[src/rtl/ps2_pkg.sv]
// Shared types and byte constants for the PS/2 keyboard receiver.
// Holds the frame-state encoding and the scan-code prefix/discard bytes.
package ps2_pkg;

    typedef enum logic [1:0] {
        ST_IDLE,
        ST_DATA,
        ST_PARITY,
        ST_STOP
    } frame_state_t;

    localparam logic [7:0] BYTE_E0 = 8'hE0;
    localparam logic [7:0] BYTE_F0 = 8'hF0;
    localparam logic [7:0] BYTE_E1 = 8'hE1;

    // Bytes following an E1 that belong to the pause sequence
    localparam int E1_SKIP = 7;

    // Acknowledge/status bytes that never form a key event
    localparam int DISCARD_N = 6;
    localparam logic [7:0] DISCARD_LIST [DISCARD_N] =
        '{8'h00, 8'hAA, 8'hEE, 8'hFA, 8'hFE, 8'hFF};

    function automatic logic is_discard(input logic [7:0] b);
        logic hit;
        hit = 1'b0;
        for (int i = 0; i < DISCARD_N; i++) begin
            if (b == DISCARD_LIST[i]) hit = 1'b1;
        end
        return hit;
    endfunction

endpackage

[src/rtl/ps2_frame_rx.sv]
// PS/2 frame receiver: synchronizes and deglitches the device clock, then
// assembles start/8 data/odd parity/stop frames into bytes with a watchdog.
module ps2_frame_rx
    import ps2_pkg::*;
#(
    parameter int FILT    = 8,
    parameter int TIMEOUT = 50000
) (
    input  logic       clk_sys,
    input  logic       reset,
    input  logic       ps2_clk,
    input  logic       ps2_data,
    output logic [7:0] rx_byte,
    output logic       rx_stb,
    output logic       rx_err
);

    localparam int FW = (FILT > 1) ? $clog2(FILT) : 1;
    localparam int TW = $clog2(TIMEOUT + 1);

    logic [1:0]    clk_sync;
    logic [1:0]    dat_sync;
    logic          clk_filt;
    logic [FW-1:0] filt_cnt;
    logic          fall;

    // NOTE: registered state always uses non-blocking assignments so every
    // flop samples the pre-edge values of the others.
    always_ff @(posedge clk_sys) begin
        if (reset) begin
            clk_sync <= 2'b11;
            dat_sync <= 2'b11;
            clk_filt <= 1'b1;
            filt_cnt <= '0;
            fall     <= 1'b0;
        end else begin
            clk_sync <= {clk_sync[0], ps2_clk};
            dat_sync <= {dat_sync[0], ps2_data};
            fall     <= 1'b0;
            // Filtered clock follows only after FILT consecutive differing samples
            if (clk_sync[1] == clk_filt) begin
                filt_cnt <= '0;
            end else if (filt_cnt == FW'(FILT - 1)) begin
                clk_filt <= clk_sync[1];
                filt_cnt <= '0;
                fall     <= ~clk_sync[1];
            end else begin
                filt_cnt <= filt_cnt + 1'b1;
            end
        end
    end

    frame_state_t  state, state_nxt;
    logic [7:0]    shift, shift_nxt;
    logic [2:0]    bit_cnt, bit_cnt_nxt;
    logic          perr, perr_nxt;
    logic [TW-1:0] tmo, tmo_nxt;
    logic          load;
    logic          err;

    always_ff @(posedge clk_sys) begin
        if (reset) state <= ST_IDLE;
        else       state <= state_nxt;
    end

    // NOTE: every output of this block gets a default first, so no path can
    // leave a value unassigned and infer a latch.
    always_comb begin
        state_nxt   = state;
        shift_nxt   = shift;
        bit_cnt_nxt = bit_cnt;
        perr_nxt    = perr;
        tmo_nxt     = '0;
        load        = 1'b0;
        err         = 1'b0;
        if (state != ST_IDLE && !fall) tmo_nxt = tmo + 1'b1;
        if (fall) begin
            case (state)
                ST_IDLE: begin
                    if (!dat_sync[1]) begin
                        state_nxt   = ST_DATA;
                        bit_cnt_nxt = '0;
                        perr_nxt    = 1'b0;
                    end
                end
                ST_DATA: begin
                    shift_nxt   = {dat_sync[1], shift[7:1]};
                    bit_cnt_nxt = bit_cnt + 3'd1;
                    if (bit_cnt == 3'd7) state_nxt = ST_PARITY;
                end
                ST_PARITY: begin
                    perr_nxt  = ~(^{shift, dat_sync[1]});
                    state_nxt = ST_STOP;
                end
                ST_STOP: begin
                    if (dat_sync[1] && !perr) load = 1'b1;
                    else                      err  = 1'b1;
                    state_nxt = ST_IDLE;
                end
                default: state_nxt = ST_IDLE;
            endcase
        end else if (state != ST_IDLE && tmo == TW'(TIMEOUT - 1)) begin
            err       = 1'b1;
            state_nxt = ST_IDLE;
        end
    end

    always_ff @(posedge clk_sys) begin
        if (reset) begin
            shift   <= '0;
            bit_cnt <= '0;
            perr    <= 1'b0;
            tmo     <= '0;
            rx_byte <= '0;
            rx_stb  <= 1'b0;
            rx_err  <= 1'b0;
        end else begin
            shift   <= shift_nxt;
            bit_cnt <= bit_cnt_nxt;
            perr    <= perr_nxt;
            tmo     <= tmo_nxt;
            rx_stb  <= load;
            rx_err  <= err;
            if (load) rx_byte <= shift;
        end
    end

endmodule

[src/rtl/ps2_key_rx.sv]
// PS/2 keyboard receiver top: frame reception plus scan-code set 2 decoding
// into a toggle-flagged key event word.
module ps2_key_rx
    import ps2_pkg::*;
#(
    parameter int FILT    = 8,
    parameter int TIMEOUT = 50000
) (
    input  logic        clk_sys,
    input  logic        reset,
    input  logic        ps2_clk,
    input  logic        ps2_data,
    output logic [10:0] ps2_key,
    output logic [7:0]  rx_byte,
    output logic        rx_stb,
    output logic        rx_err
);

    ps2_frame_rx #(
        .FILT    (FILT),
        .TIMEOUT (TIMEOUT)
    ) u_frame (
        .clk_sys  (clk_sys),
        .reset    (reset),
        .ps2_clk  (ps2_clk),
        .ps2_data (ps2_data),
        .rx_byte  (rx_byte),
        .rx_stb   (rx_stb),
        .rx_err   (rx_err)
    );

    logic       ext;
    logic       rel;
    logic [2:0] skip;

    always_ff @(posedge clk_sys) begin
        if (reset) begin
            ext     <= 1'b0;
            rel     <= 1'b0;
            skip    <= '0;
            ps2_key <= '0;
        end else if (rx_err) begin
            ext  <= 1'b0;
            rel  <= 1'b0;
            skip <= '0;
        end else if (rx_stb) begin
            if (skip != '0) begin
                skip <= skip - 1'b1;
            end else if (rx_byte == BYTE_E1) begin
                skip <= 3'(E1_SKIP);
            end else if (rx_byte == BYTE_E0) begin
                ext <= 1'b1;
            end else if (rx_byte == BYTE_F0) begin
                rel <= 1'b1;
            end else if (is_discard(rx_byte)) begin
                ext <= 1'b0;
                rel <= 1'b0;
            end else begin
                // Whole word updates at once; consumers watch bit 10 for events
                ps2_key <= {~ps2_key[10], ~rel, ext, rx_byte};
                ext     <= 1'b0;
                rel     <= 1'b0;
            end
        end
    end

endmodule
[config.mk]
export PLATFORM = sky130hd
export DESIGN_NAME = ps2_key_rx
export DESIGN_NICKNAME = d
export VERILOG_FILES = /design/src/rtl/ps2_pkg.sv /design/src/rtl/ps2_frame_rx.sv /design/src/rtl/ps2_key_rx.sv
export SDC_FILE = /design/constraint.sdc
export NUM_CORES = 1
export LEC_CHECK = 0
export CAP_MARGIN = 10
export CORE_MARGIN = 2
export CORE_UTILIZATION = 46
export CTS_CLUSTER_DIAMETER = 40
export DETAILED_ROUTE_END_ITERATION = 10
export DONT_BUFFER_PORTS = 1
export SETUP_SLACK_MARGIN = 0.2
export SYNTH_ARGS = -nofsm -noshare
export SYNTH_HDL_FRONTEND = slang
export SYNTH_SLANG_ARGS = --single-unit
export TNS_END_PERCENT = 50
[constraint.sdc]
create_clock -name clk_sys -period 2.06 [get_ports clk_sys]
set_input_delay 0.103 -clock clk_sys [delete_from_list [all_inputs] [get_ports clk_sys]]
set_output_delay 0.103 -clock clk_sys [all_outputs]
set_load 0.1 [all_outputs]
[Word level (Yosys, flattened, before mapping)]
Cells that the tools add are included.
W data, S select, Z words.
Word-level totals
  output and inout port bits: 21
  input port bits: 4
  logic and storage cells: 114
  memories kept: 0
  bits in registers: 65
  memory bits (read-only): 0
  RAM bits: 0
  latch bits: 0
Cells by class
  equal/unequal tests: 19
  muxes and demuxes: 34
  add/subtract/negate cells: 4
  shift operators: 0
  multipliers: 0
  $lt $le $gt $ge: 0
  reductions and logical operators: 27
  bitwise operators: 13
  div/mod/pow operators: 0
Operator list (count)
  $eq A8 B8 Y1 const B: 8
  $mux W1: 24
  $add A16 B1 Y16 const B: 1
  $eq A16 B16 Y1 const B: 1
  $not A1 Y1: 13
  $reduce_bool A2 Y1: 5
  $mux W3: 3
  $reduce_and A3 Y1: 3
  $reduce_xor A9 Y1: 1
  $logic_not A8 Y1: 1
  $mux W2: 4
  $pmux W2 S4: 1
  $reduce_and A4 Y1: 2
  $reduce_and A7 Y1: 1
  $add A3 B1 Y3 const B: 2
  $eq A3 B3 Y1 const B: 2
  $ne A3 B3 Y1 const B: 2
  $pmux W3 S2: 1
  $reduce_and A2 Y1: 3
  $reduce_or A3 Y1: 2
  $eq A2 B2 Y1 const B: 2
  $ne A2 B2 Y1 const B: 2
  $reduce_or A2 Y1: 2
  $logic_and A1 B1 Y1: 3
  other kinds (7): 8

[Logic depth before layout (Yosys ltp)]
Gate-level depths: netlist of the first run.
  depth after elaboration: 16
  depth in mapped cells: 8
  gate-level depth less buffers: 7

[Hierarchy]
Synthesis of the first run repeated with hierarchy kept, for this count alone.
Unflattened totals
  cell total of the unflattened synthesis: 329
  area, all modules: 2947.8 µm²
By module, submodules not included
  ps2_frame_rx: sequential area each 980.9 µm², cells an instance 232, area each 2072.0 µm², times used 1
  ps2_key_rx: sequential area each 320.3 µm², cells an instance 97, area each 875.8 µm², times used 1

[Least setup slack after synthesis of the first run]
No wires, ideal clock.
  kind: flip-flop to flip-flop
  start: reg u_frame.rx_stb
  end: reg ps2_key[9]
  period minus slack after synthesis: 2.437 ns
  setup time: 0.121 ns
  path buffers: 1
  path slack: -0.377 ns
  required time: 1.939 ns
  arrival: 2.316 ns
  stages on the path, launching flop included: 7
  path through: dfxtp_1 > nand3b_1 > nor2_1 > o41ai_2 > nor3_1 > buf_6 > mux2_4
Between the ends
  longest elaborated chain between the ends: 1
Ends and longest elaborated chain
  from (decl): line ps2_frame_rx.sv:14  | output logic rx_stb,
  from (signal assigned): line ps2_frame_rx.sv:122  | rx_stb <= load;
  $reduce_and A7 Y1 (no line)
  to (signal assigned): line ps2_key_rx.sv:60  | ps2_key <= {~ps2_key[10], ~rel, ext, rx_byte};
  to (decl): line ps2_key_rx.sv:13  | output logic [10:0] ps2_key,
Every way passes these cells.
A chain may end at the register's enable or synchronous reset.

[Worst setup path in the final report of the first run]
  start: reg u_frame.tmo[7]
  end: reg u_frame.state[1]
Between the ends
  longest elaborated chain between the ends: 4
Ends and longest elaborated chain
  from (decl): line ps2_frame_rx.sv:57  | logic [TW-1:0] tmo, tmo_nxt;
  from (signal assigned): line ps2_frame_rx.sv:121  | tmo <= tmo_nxt;
  $eq A16 B16 Y1: line ps2_frame_rx.sv:102  | end else if (state != ST_IDLE && tmo == TW'(TIMEOUT - 1)) begin
  $logic_and A1 B1 Y1: line ps2_frame_rx.sv:102
  $reduce_bool A2 Y1 (no line)
  $reduce_and A3 Y1 (no line)
  to (signal assigned): line ps2_frame_rx.sv:63  | else state <= state_nxt;
  to (decl): line ps2_frame_rx.sv:53  | frame_state_t state, state_nxt;
Every way passes these cells.

==> metrics.txt, run 1 <==
Slew Viols, Final=0; largest net degree at the start of global routing=53; Routed Antenna Nets=0; Psw=between 400 and 500 uW; Final setup viols=0; Fin. Hold Viols=0; Worst-path clk slew=0.07 ns; fraction of layout cells with a size suffix above 1=0.170; crit path DAT=1.96 ns; initial DRC count=65; final worst path period need=roughly 1.7 ns; Pwr Total=2290 uW; first-pass GRT wire length=9620 um; sequential share of the synthesized area=0.445; R2R Setup Slk=0.32 ns; Reg power frac=0.547; Clock Sinks=65; CTS Buf Count=9; P per Cell Area=672 mW/mm^2; Die ar.=0.00700 mm^2; CTS root buf=clkbuf_8; clock share of power=0.436; Mapped Cells=330; number of global-route vias before repair=2140; Critical Path Start Type=flop; final net count=between 300 and 400; Die Wd=about 84 um; routed vias/inst=5.11; H-tree depth=3; hold path startpoint=reset; Crit Path Max Fanout=4; overall routing resource usage=0.170; I/O pins=25; vias=2230; core area=approximately 0.0062 mm^2; Worst Path Required=2.28 ns; FFs w/ async S/R, synth=0; slew margin rel.=0.654; CTS tree=yes; status=complete, no violations; grt ovf=0; Yosys reg bits=65; Period Utilization, post-route=0.846; maxcap violations=0; Mean Syn Cell Area=8.85 um^2; Synth Warn #=0; RSZ-0062 raised after global routing=yes; CTS Buffer Depth=2; drt pass-1 iters=4; setup TNS=0 ns; Die Y=between 80 and 90 um; GPL Wtd Cong=0.728; row count=29; fmax=574 MHz; post-synth net total=346; worst r2r src=u_frame.tmo[7]; # DRC=0; footprint of the multi-input gates=0.00154 mm^2; actual slew at the worst max-slew pin=0.519 ns; WS Path Type=reg -> reg; Worst R2R Path Depth=5; skew final=~0.012 ns; Int Pwr=1810 uW; pre-CTS setup slack=0.300 ns; peak supply drop=0.000371 V; Layout area overhead=16.7%; min-delay worst type=in -> reg; LEAKAGE=0.00118 uW; placed wire-length estimate=3710 um; number of synthesized flops with an enable pin=0; Post-CTS Setup Bufs=0; critical path endpoint category=flop; Unique masters post-synth=50; combinational share of power=0.017; Filler cells=590; hold depth=2; initial antenna violation count=0; drt wl/cell=between 10 and 15 um; synthesized area=0.00292 mm^2; hold endpoint=ps2_key[9]; drt total wl=5490 um; Worst R2R End=u_frame.state[1]; Clock Latency Late Sink=0.33 ns; IO buf count=0; Sw Share=0.213; ant diodes=0; Sequential cell area=around 0.0013 mm^2; Initial Util=0.468; prevailing post-synth register cell=dfxtp_1; Final Worst Setup Slack=0.317 ns
kinds of logic after synthesis:
kind of cell / share of synthesized area
xor+xnor: 0.0647
mux: 0.0398
fa+ha+maj: 0.0514
compound gates: 0.107
simple gates: 0.261
buf+inv: 0.0313
flops: 0.445
synthesized netlist by cell type (all sizes together) (2+ instances only):
master / number / area share
dfxtp: 65 / 0.45
nand2: 36 / 0.046
a21oi: 28 / 0.048
nor2: 27 / 0.035
nand2b: 20 / 0.043
nand3: 19 / 0.033
clkbuf: 12 / 0.016
ha: 12 / 0.051
xnor2: 11 / 0.033
mux2i: 9 / 0.031
inv: 8 / 0.010
o21ai: 8 / 0.014
xor2: 8 / 0.024
nor2b: 7 / 0.015
nor3: 7 / 0.012
or2: 7 / 0.015
nand4: 4 / 0.0086
or3: 4 / 0.0086
a21boi: 2 / 0.0051
a31oi: 2 / 0.0043
and2: 2 / 0.0043
and3: 2 / 0.0043
buf: 2 / 0.0051
mux2: 2 / 0.0090
nand3b: 2 / 0.0051
nor4: 2 / 0.0043
o2111ai: 2 / 0.0060
o21a: 2 / 0.0051
or3b: 2 / 0.0060
flip-flops by register name, indices dropped and copies added (netlist names), 2 cells and up:
name and count:
u_frame.shift 8, u_frame.dat_sync 2, ps2_key 11, u_frame.filt_cnt 3
u_frame.clk_sync 2, u_frame.state 2, skip 3, u_frame.bit_cnt 3
u_frame.tmo 16, u_frame.rx_byte 8
cell usage in the layout (no fill, tap or decap), drive strengths merged, types with 2 or more instances in the layout:
cell,count
nor3,7
nand2,36
or3b,2
mux2,2
nor2b,7
nand4,4
xnor2,11
dlygate4sd3,2
o21a,2
xor2,8
nor2,27
mux2i,9
a21oi,28
nand3b,2
or3,4
and3,2
o2111ai,2
a21boi,2
clkbuf,14
inv,8
dfxtp,65
o21ai,8
and2,2
a31oi,2
or2,7
buf,25
ha,12
nand2b,20
nand3,19
nor4,2
cell type report:
cell class | instances | share of cell area
clock buffer | 14 | 0.0506
inverter | 8 | 0.00881
tap | 77 | 0.0283
multi-input combinational | 243 | 0.453
clock inverter | 2 | 0.00367
timing repair buffer | 27 | 0.0657
sequential | 65 | 0.390
critical path, cell delays in order (launching register included):
cell	delay, ns
dfxtp_1	0.33
or4b_2	0.68
nor3_2	0.20
a41oi_1	0.15
o21ai_0	0.19
a21oi_1	0.08
power groups by stage:
stage                     sequential [uW]  combinational, uW  clock, uW
after floorplan                      1280               28.7          0
after global placement               1280               18.3          0
after detailed placement             1280               18.7          0
after CTS                            1250               39.1       1040
after global routing                 1250               42.8       1080
final                                1250               38.7       1000
worst max-delay path by stage:
stage	startpoint	endpoint	slack, ns	cells past startpoint
6_report	u_frame.tmo[7]	u_frame.state[1]	0.32	5
3_3_place_gp	u_frame.tmo[5]	u_frame.state[1]	0.34	5
3_5_place_dp	u_frame.tmo[5]	u_frame.state[0]	0.30	5
5_1_grt	u_frame.state[1]	u_frame.perr	0.18	6
4_1_cts	u_frame.tmo[5]	u_frame.state[1]	0.28	5
2_1_floorplan	u_frame.rx_byte[6]	ps2_key[9]	0.18	6
metrics by stage:
step	cell area (um^2)	hold slack (ns)	util	instances
after floorplan	2960	0.207	-	330
after global placement	3180	0.167	0.509	417
after detailed placement	3180	0.169	0.509	417
after CTS	3400	0.00317	0.545	436
after global routing	3410	0.0258	0.546	436
final	3410	0.0232	0.546	436
metal layers:
layer / vias to the layer above / share of wire / track usage / wire length (um)
met5: - / 0 / 0 / 0
met4: 0 / 0.017 / 0.0777 / 94
met3: 7 / 0.049 / 0.0465 / 270
met2: 41 / 0.46 / 0.287 / 2540
met1: 1006 / 0.47 / 0.201 / 2590
li1: 1176 / - / - / -
timing repair:
action,4_1_cts,5_1_grt
resized for setup,0,2
hold buffers,3,0
setup endpoints to repair,0,9
endpoints found under the hold margin,46,0
(Power assumes the default switching activity.)
==> inputs of run 2 (changes only) <==
--- a/config.mk
+++ b/config.mk
@@ -5,6 +5,7 @@
 export SDC_FILE = /design/constraint.sdc
 export NUM_CORES = 1
 export LEC_CHECK = 0
+export ABC_AREA = 1
 export CAP_MARGIN = 10
 export CORE_MARGIN = 2
 export CORE_UTILIZATION = 46
==> constraint.sdc (replaced) <==
create_clock -name clk_sys -period 1.45 [get_ports clk_sys]
set_input_delay 0.0725 -clock clk_sys [delete_from_list [all_inputs] [get_ports clk_sys]]
set_output_delay 0.0725 -clock clk_sys [all_outputs]
set_load 0.1 [all_outputs]
==> run 2 against run 1 <==
Net effect:
- the run now ends with negative hold slack left
- first-iteration DRC count is 34% higher
- hold slack worse by 0.23 ns
- non-clock buffer count increased by 34
- sequential share of layout area shrank 7.5 points
==> metrics.txt, run 2 <==
Final setup viols=0 (unchanged); CTS root buf=clkbuf_8; row count=29 (unchanged); Clock Latency Late Sink=0.34 ns (about the same); sequential share of the synthesized area=0.420 (-0.0252); status=complete, but fails checks; RSZ-0062 raised after global routing=yes; actual slew at the worst max-slew pin=0.361 ns (-0.157 ns); drt total wl=7170 um (+31%); Unique masters post-synth=32 (-36%); drt pass-1 iters=6 (+2); Die Wd=86.1 um (+2.8%); CP peak stage delay=0.36 ns (-0.32 ns); Layout area overhead=38.3%; post-synth net total=431 (+25%); max reg flops=16 (unchanged); most common cell in the netlist=nand2_1; initial antenna violation count=0 (unchanged); maxcap violations=0 (unchanged); skew final=0.0102 ns (-0.00180 ns); hold buffer count at cts=6 (+3); routed vias/inst=5.12 (about the same); LEAKAGE=0.00177 uW (+49%); Worst-path clk slew=0.07 ns (about the same); Critical Path Start Type=flop; final worst path period need=1.40 ns (-0.339 ns); Synth area leader=dfxtp_1; ant diodes=0 (unchanged); Mean Syn Cell Area=7.46 um^2 (-16%); critical path endpoint category=flop; Crit Path Max Fanout=22 (+18); most frequent cells in the layout=nand2_1 (64), dfxtp_1 (45), nor2_1 (42); pre-CTS setup slack=-0.0648 ns (-0.365 ns); number of synthesized flops with an enable pin=0 (unchanged); peak supply drop=0.000573 V (+54%); min-delay worst type=in -> reg; delay-heaviest family, CP=simple AND/OR/NAND/NOR gates; drt wl/cell=12.9 um (+2.2%); Filler cells=560 (-5.1%); post-synth top area share=0.420 (-0.0252); final core utilization=0.667 (+0.121); Fin. Hold Viols=12 (+12); prevailing post-synth register cell=dfxtp_1; Period Utilization, post-route=0.968 (+0.122); Routed Antenna Nets=0 (unchanged); final net count=491 (+33%); leading cell type in the layout, fill and taps excluded=nand2_1; largest net degree at the start of global routing=28 (-47%); first-pass GRT wire length=12100 um (+26%); CTS tree=yes; Synth top cells by count=nand2_1 (75), dfxtp_1 (65), a21oi_1 (47), nor2_1 (47), inv_1 (46); GPL Wtd Cong=0.786 (+7.9%); overall routing resource usage=0.209 (+0.0392); Slew Viols, Final=0 (unchanged); slowest CP cell=dfxtp_4; Worst Path Buf+Inv=2 (+2); I/O pins=25 (unchanged); hold slack=-0.209 ns (-0.232 ns); IO buf count=0 (unchanged); Biggest register=u_frame.tmo; core area=0.00642 mm^2 (+2.9%); fmax=712 MHz (+24%); Initial Util=0.482 (+0.0141); Yosys reg bits=65 (unchanged); Worst Path Required=1.69 ns (-0.59 ns); Largest regs=u_frame.tmo (16), ps2_key (11); synthesized area=0.00310 mm^2 (+6.0%); failing checks=negative hold slack; Synth Warn #=0 (unchanged); CTS Buffer Depth=2 (unchanged); Final Worst Setup Slack=0.0463 ns (-0.271 ns); crit path DAT=1.64 ns (-0.32 ns); number of global-route vias before repair=2682 (+25%); CTS Buf Count=9 (unchanged); worst path cell trace=buf_4, nor2_1, nand3_1, nand2_1, nand2_1, nand2_2, nor2_4, buf_12, a21oi_2, nor2_1; H-tree depth=3 (unchanged); fraction of layout cells with a size suffix above 1=0.379 (+0.209); initial DRC count=87 (+34%); Synth area leaders=dfxtp_1 (42%), nand2_1 (9.1%), a21oi_1 (7.6%); setup TNS=0 ns (unchanged); WS Path Type=reg -> reg; # DRC=0 (unchanged); P per Cell Area=739 mW/mm^2 (+9.9%); Pwr Total=3160 uW (+38%); Die ar.=0.00740 mm^2 (+5.7%); grt ovf=0 (unchanged); slew margin rel.=0.758 (+0.104); FFs w/ async S/R, synth=0 (unchanged); Clock Sinks=65 (unchanged); placed wire-length estimate=4660 um (+26%); Die Y=86.1 um (+2.8%); vias=2850 (+28%); Mapped Cells=415 (+26%)
-- run 2: worst paths after layout --
kind	startpoint	to	slack [ns]	depth (start not counted)
worst max register to register	u_frame.rx_byte[5]	ps2_key[0]	0.05	10
worst min register to register	u_frame.filt_cnt[0]	u_frame.filt_cnt[0]	0.43	1
worst max-delay path	u_frame.rx_byte[5]	ps2_key[0]	0.05	10
worst min-delay path	reset	u_frame.rx_err	-0.21	1
-- run 2: stage by stage --
stage          cell area, um^2  cells
4_1_cts                   4080    552
2_1_floorplan             3190    415
3_5_place_dp              3520    516
3_3_place_gp              3520    516
6_report                  4280    557
5_1_grt                   4280    557
-- run 2: report_power, final --
part	switching [uW]	internal, uW	leakage (uW)
Combinational	35.0	31.8	0.00114
Clock	666	656	0.0000899
Sequential	4.20	1770	0.000537
Total	705	2460	0.00177
-- run 2: logic make-up after synthesis --
logic type      count (synthesis)  share of synthesized area
compound gates                 81                      0.139
xor+xnor                        4                     0.0113
fa+ha+maj                      12                     0.0485
buf+inv                        66                     0.0893
flops                          65                      0.420
simple gates                  187                      0.291
-- run 2: area by class of cell --
type	instances	area, um^2	area share
multi-input combinational	284	1840	0.429
sequential	65	1350	0.315
inverter	54	223	0.0520
clock buffer	12	145	0.0339
clock inverter	4	20.0	0.00467
timing repair buffer	61	611	0.143
tap	77	96.3	0.0225
-- run 2: worst reg2reg max path: stages, from the launching register on --
cell,delay [ns]
dfxtp_4,0.36
buf_4,0.14
nor2_1,0.08
nand3_1,0.08
nand2_1,0.08
nand2_1,0.06
nand2_2,0.08
nor2_4,0.04
buf_12,0.16
a21oi_2,0.15
nor2_1,0.07
-- run 2: layer usage --
layer / global-route usage / routed length (um) / vias to the layer above / share of wire
met5: 0 / 0 / - / 0
met4: 0.0794 / 114 / 0 / 0.016
met3: 0.0558 / 250 / 13 / 0.035
met2: 0.342 / 3370 / 43 / 0.47
met1: 0.263 / 3440 / 1313 / 0.48
li1: - / - / 1481 / -
-- run 2: repair_timing --
item	4_1_cts	5_1_grt
gates cloned	3	1
setup buffers	11	4
hold endpoints to repair	17	8
endpoints found under the setup margin	48	50
pin swaps	31	19
gates resized for setup	50	48
